### config.mk
export PLATFORM = sky130hd
export DESIGN_NAME = dmem_lsu
export DESIGN_NICKNAME = d
export VERILOG_FILES = /design/src/rtl/lsu_pkg.sv /design/src/rtl/lsu_lane_align.sv /design/src/rtl/dmem_lsu.sv
export SDC_FILE = /design/constraint.sdc
export NUM_CORES = 1
export LEC_CHECK = 0
export ABC_CLOCK_PERIOD_IN_PS = 2400
export BUFFER_PORTS_ARGS = -buffer_cell sky130_fd_sc_hd__buf_2
export CORE_MARGIN = 4
export CORE_UTILIZATION = 45
export CTS_CLUSTER_DIAMETER = 200
export CTS_CLUSTER_SIZE = 30
export DETAILED_ROUTE_END_ITERATION = 8
export GPL_TIMING_DRIVEN = 0
export HOLD_SLACK_MARGIN = 0.02
export MAX_ROUTING_LAYER = met4
export PLACE_DENSITY = 0.74
export SYNTH_ARGS = -nofsm -noshare
export SYNTH_HDL_FRONTEND = slang
export SYNTH_SLANG_ARGS = --single-unit
### constraint.sdc
create_clock -name clk_i -period 2.4 [get_ports clk_i]
set_input_delay 0.48 -clock clk_i [delete_from_list [all_inputs] [get_ports clk_i]]
set_output_delay 0.48 -clock clk_i [all_outputs]
set_load 0.02 [all_outputs]
### src/rtl/lsu_pkg.sv
// Shared types for the DMEM load/store unit: access sizes, FSM state codes and lane masks.
package lsu_pkg;

   typedef enum logic [1:0] {
      SZ_BYTE = 2'd0,
      SZ_HALF = 2'd1,
      SZ_WORD = 2'd2,
      SZ_RSVD = 2'd3
   } lsu_size_e;

   // State codes kept as plain constants so older tooling can match on raw values.
   typedef logic [2:0] lsu_state_e;
   localparam lsu_state_e ST_IDLE   = 3'd0;
   localparam lsu_state_e ST_LOAD   = 3'd1;
   localparam lsu_state_e ST_RMW_RD = 3'd2;
   localparam lsu_state_e ST_WRITE  = 3'd3;
   localparam lsu_state_e ST_RESP   = 3'd4;

   function automatic logic [3:0] lane_mask(input lsu_size_e size, input logic [1:0] lane);
      logic [3:0] mask;
      case (size)
         SZ_BYTE: mask = 4'b0001 << lane;
         SZ_HALF: mask = lane[1] ? 4'b1100 : 4'b0011;
         SZ_WORD: mask = 4'b1111;
         default: mask = 4'b0000;
      endcase
      return mask;
   endfunction

endpackage

### src/rtl/lsu_lane_align.sv
// Byte-lane steering: extracts and extends load data, merges sub-word store data into an old word.
module lsu_lane_align
   import lsu_pkg::*;
(
   input  lsu_size_e   size,
   input  logic        is_unsigned,
   input  logic [1:0]  lane,
   input  logic [31:0] ld_word,
   input  logic [31:0] st_data,
   output logic [31:0] ld_ext,
   output logic [31:0] st_word
);

   logic [31:0] shifted;
   logic [31:0] replicated;
   logic [3:0]  mask;

   assign shifted = ld_word >> {lane, 3'b000};
   assign mask    = lane_mask(size, lane);

   always_comb begin
      ld_ext = ld_word;
      case (size)
         SZ_BYTE: ld_ext = {{24{~is_unsigned & shifted[7]}}, shifted[7:0]};
         SZ_HALF: ld_ext = {{16{~is_unsigned & shifted[15]}}, shifted[15:0]};
         default: ld_ext = ld_word;
      endcase
   end

   // Replicating the right-aligned data puts a copy in every lane, so the mask alone selects it.
   always_comb begin
      replicated = st_data;
      case (size)
         SZ_BYTE: replicated = {4{st_data[7:0]}};
         SZ_HALF: replicated = {2{st_data[15:0]}};
         default: replicated = st_data;
      endcase
   end

   always_comb begin
      st_word = ld_word;
      for (int k = 0; k < 4; k++) begin
         st_word[8*k +: 8] = mask[k] ? replicated[8*k +: 8] : ld_word[8*k +: 8];
      end
   end

endmodule

### src/rtl/dmem_lsu.sv
// Load/store initiator for the word-organised DMEM; sub-word stores use read-modify-write.
module dmem_lsu
   import lsu_pkg::*;
#(
   parameter int          N         = 32,
   parameter int          ADDR_W    = 11,
   parameter logic [31:0] BASE_ADDR = 32'h0000_2000
) (
   input  logic              clk_i,
   input  logic              rst_ni,
   input  logic              req_valid_i,
   output logic              req_ready_o,
   input  logic              req_we_i,
   input  logic [1:0]        req_size_i,
   input  logic              req_unsigned_i,
   input  logic [31:0]       req_addr_i,
   input  logic [N-1:0]      req_wdata_i,
   output logic              resp_valid_o,
   output logic              resp_err_o,
   output logic [N-1:0]      resp_rdata_o,
   output logic [ADDR_W-1:0] mem_addr_o,
   output logic [N-1:0]      mem_st_data_o,
   output logic              mem_st_en_o,
   input  logic [N-1:0]      mem_ld_data_i
);

   lsu_state_e  state;
   lsu_size_e   size_in;
   lsu_size_e   size_q;
   logic        uns_q;
   logic [1:0]  lane_q;
   logic [31:0] wdata_q;
   logic [31:0] offset;
   logic        out_of_window;
   logic        misaligned;
   logic        req_err;
   logic [31:0] ld_ext;
   logic [31:0] st_word;

   assign size_in       = lsu_size_e'(req_size_i);
   assign offset        = req_addr_i - BASE_ADDR;
   // Addresses below the base wrap to huge offsets and are caught by the same window test.
   assign out_of_window = |offset[31:ADDR_W+2];
   assign misaligned    = ((size_in == SZ_HALF) && offset[0]) ||
                          ((size_in == SZ_WORD) && (offset[1:0] != 2'b00));
   assign req_err       = out_of_window || misaligned || (size_in == SZ_RSVD);
   assign req_ready_o   = (state == ST_IDLE);

   lsu_lane_align u_align (
      .size        (size_q),
      .is_unsigned (uns_q),
      .lane        (lane_q),
      .ld_word     (mem_ld_data_i),
      .st_data     (wdata_q),
      .ld_ext      (ld_ext),
      .st_word     (st_word)
   );

   // DMEM gates its register clocks with st_en, so every DMEM-facing output comes straight from a flop.
   always_ff @(posedge clk_i or negedge rst_ni) begin
      if (!rst_ni) begin
         state         <= ST_IDLE;
         size_q        <= SZ_BYTE;
         uns_q         <= 1'b0;
         lane_q        <= 2'b00;
         wdata_q       <= '0;
         resp_valid_o  <= 1'b0;
         resp_err_o    <= 1'b0;
         resp_rdata_o  <= '0;
         mem_addr_o    <= '0;
         mem_st_data_o <= '0;
         mem_st_en_o   <= 1'b0;
      end else begin
         case (state)
            ST_IDLE: begin
               if (req_valid_i) begin
                  size_q  <= size_in;
                  uns_q   <= req_unsigned_i;
                  lane_q  <= offset[1:0];
                  wdata_q <= req_wdata_i;
                  if (req_err) begin
                     resp_valid_o <= 1'b1;
                     resp_err_o   <= 1'b1;
                     resp_rdata_o <= '0;
                     state        <= ST_RESP;
                  end else begin
                     mem_addr_o <= offset[ADDR_W+1:2];
                     if (!req_we_i) begin
                        state <= ST_LOAD;
                     end else if (size_in == SZ_WORD) begin
                        mem_st_data_o <= req_wdata_i;
                        mem_st_en_o   <= 1'b1;
                        state         <= ST_WRITE;
                     end else begin
                        state <= ST_RMW_RD;
                     end
                  end
               end
            end
            ST_LOAD: begin
               resp_rdata_o <= ld_ext;
               resp_valid_o <= 1'b1;
               resp_err_o   <= 1'b0;
               state        <= ST_RESP;
            end
            ST_RMW_RD: begin
               mem_st_data_o <= st_word;
               mem_st_en_o   <= 1'b1;
               state         <= ST_WRITE;
            end
            ST_WRITE: begin
               mem_st_en_o  <= 1'b0;
               resp_valid_o <= 1'b1;
               resp_err_o   <= 1'b0;
               resp_rdata_o <= '0;
               state        <= ST_RESP;
            end
            ST_RESP: begin
               resp_valid_o <= 1'b0;
               resp_err_o   <= 1'b0;
               state        <= ST_IDLE;
            end
            default: begin
               resp_valid_o <= 1'b0;
               resp_err_o   <= 1'b0;
               mem_st_en_o  <= 1'b0;
               state        <= ST_IDLE;
            end
         endcase
      end
   end

endmodule
==> out/results.ini <==
[routing]
first_pass_iters = 5
drc = 0
routed-via-count = 6076
drt-initial-drc-count = 618
antenna_left = 0
wirelength_mm = 20.7
viasPerCell = 5.82
wl_per_cell_um = 19.8

[logic_synthesis]
synth_commonest_cells = nand2_1 (137), dfrtp_1 (118), a21oi_1 (40)
syn_inst = 653
netlist_area_um2 = 6270
synth_seq_area_share = 0.471
synth-seq-cells = 118
synthTopCellsByArea = dfrtp_1 (47%), nand2_1 (8.2%), mux2_2 (5.0%)
yosysTopAreaCellShare = 0.471
synth-edff-count = 0
synth_most_common_cell = nand2_1
ys_types = 53
yosysTopAreaCell = dfrtp_1
syn_nets = 756
synth-warning-count = 0
async_flop_share = 1.00
syn_area_per_cell_um2 = 9.60
synth_ff_type = dfrtp_1

[cts]
clkLatencyLatePin_ps = 430
cts.sinks = 118
htree_levels = 4
post_cts_buffers = 0
cts_root_buf = clkbuf_16
clockBufferDepth = 2
clk_pin_slew_worst_paths_ps = 60
cts_made_buffers = 17
cts_tree = done

[sta]
slew-limit-headroom = 0.475
finalCritPeriodShare = 0.927
fmax_mhz = 450
setup_viol = 0
final_max_slew_viol_count = 0
rsz0062_at_grt = false
finalHoldViolCount = 0
hold_slack_ps = 269
min_period_ps = 2220
clock_skew_ps = 6.76
worstMarginPinSlew_ps = 781

[pwr]
power_density_nw_per_um2 = 717
p_total_mw = 5.77
p_sw_mw = 1.67
leakagePower_nw = 3.86
comb_power_share = 0.171
seq_power_share = 0.377
clkPwrFrac = 0.452
switching_share = 0.289
internal_power_mw = 4.10
irDropWorstVdd_mv = 0.409

[run_status]
outcome = finished, final reports clean

[placed_design]
placed_cell_area_um2 = 7430
dp_cells = 1011
place_hpwl_mm = 15.5
io_buffers = 181
gp_congestion = 0.941

[final_layout]
antennaDiodeCount = 0
nNetsFinal = 958
postLayoutCoreUtil = 0.598
final_layout_size_suffix_gt1_frac = 0.317
fin_cells = 1044
finalInstanceArea_um2 = 8050
area_growth_pct = 28.3

[critical_path]
startpoint_type = register
crit_arrival_ps = 2530
worstSetupEndpointType = register
reg2reg_slack_ps = 180
crit_fanout = 10
cp.required_ps = 2700
path_class = reg2reg
worstRegToRegCells = 6

[global_routing]
grt_pass1_wl_mm = 32.1
first_global_vias = 5855
grt_max_degree = 95
grt_antenna_before_repair = 0
grt-ovfl-total = 0
grt_usage = 0.268

[die]
die-height_um = 126
std_cell_rows = 42
ioPinCount = 182
coreArea_um2 = 13500
start_util = 0.466
fp.dieW_um = 126
die-area_um2 = 15900

[worst_hold_path]
hold_path_class = in2reg
whs_path_depth = 3

[job]
maxCapViolCount = 0

[sequential cells by signal (all words and copies together), names as in the netlist]
name,cells
mem_addr_o,11
resp_rdata_o,32
size_q,2
state,3
lane_q,2
resp_err_o,1
resp_valid_o,1
mem_st_data_o,32
mem_st_en_o,1
wdata_q,32
uns_q,1
[area by class of cell]
class	count	area [um2]
timing repair buffer	183	950
clock inverter	14	176
inverter	13	48.8
clock buffer	18	429
tap	176	220
sequential	118	2950
fill	1195	5410
buffer	47	224
multi-input combinational	475	3040
[critical path, stage by stage, from the launching register on]
cell and delay (ps):
dfrtp_1 350, buf_2 170, nor3_1 310, nand2_1 340, nor4_2 330, buf_4 250, mux2_2 350
[kinds of logic after synthesis]
group	after synthesis	share of synthesized area
muxes	53	0.0922
DFF	118	0.471
and+or+nand+nor	234	0.167
AOI/OAI and AO/OA	188	0.227
buffers and inverters	60	0.0433
[through the flow]
stage,setup TNS [ps],worst slack [ps]
3_5_place_dp,-172,-46.9
3_3_place_gp,-76670,-657
6_report,0,176
4_1_cts,0,177
5_1_grt,0,9.78
2_1_floorplan,0,149
[metal layers]
layer	track usage	wire [um]
met3	0.0449	2060
met5	-	0
met1	0.380	9080
met2	0.386	8920
met4	0.102	656
[timing repair]
| action | CTS | global route |
|---|---|---|
| hold buffers | 1 | 0 |
| endpoints found under the hold margin | 24 | 0 |
| endpoints found under the setup margin | 0 | 1 |
| gates resized for setup | 0 | 2 |
[placed cells by master, fill, tap and decap left out, types with 5 or more instances in the layout]
cell and count:
buf_2 196, nand2_1 137, dfrtp_1 118, a21oi_1 40, nor2_1 30, mux2_2 28, nand3_1 25, mux2i_1 24
clkbuf_1 23, clkbuf_16 17, a221o_1 16, o22ai_1 16, o2bb2ai_1 15, inv_1 12, o211ai_1 11, o21ai_0 11
and2_1 10, a31oi_1 8, a211o_1 8, a32oi_1 8, a2bb2oi_1 8, o221ai_1 8, o32a_1 8, o22a_1 8
a22oi_1 7, nand3b_1 7, nor3_1 6, nand2b_1 6, clkinvlp_4 5
[path summary, 6_finish.rpt]
kind | start | endpoint
max | state[0] | mem_addr_o[0]
min | req_wdata_i[11] | wdata_q[11]
max reg2reg | state[0] | mem_addr_o[0]
min reg2reg | wdata_q[28] | wdata_q[28]
max in group asynchronous | rst_ni | resp_rdata_o[30]
min in group asynchronous | rst_ni | mem_st_data_o[27]
[power groups by stage]
| stage | logic [mW] | clock network (mW) | registers, mW |
|---|---|---|---|
| after CTS | 0.975 | 2.63 | 2.17 |
| after global routing | 1.08 | 2.72 | 2.18 |
| final | 0.988 | 2.61 | 2.17 |
| after floorplan | 0.595 | 0 | 2.19 |
| after detailed placement | 0.968 | 0 | 2.20 |
| after global placement | 0.950 | 0 | 2.20 |
Note: power is estimated with default switching activity, not from simulation.
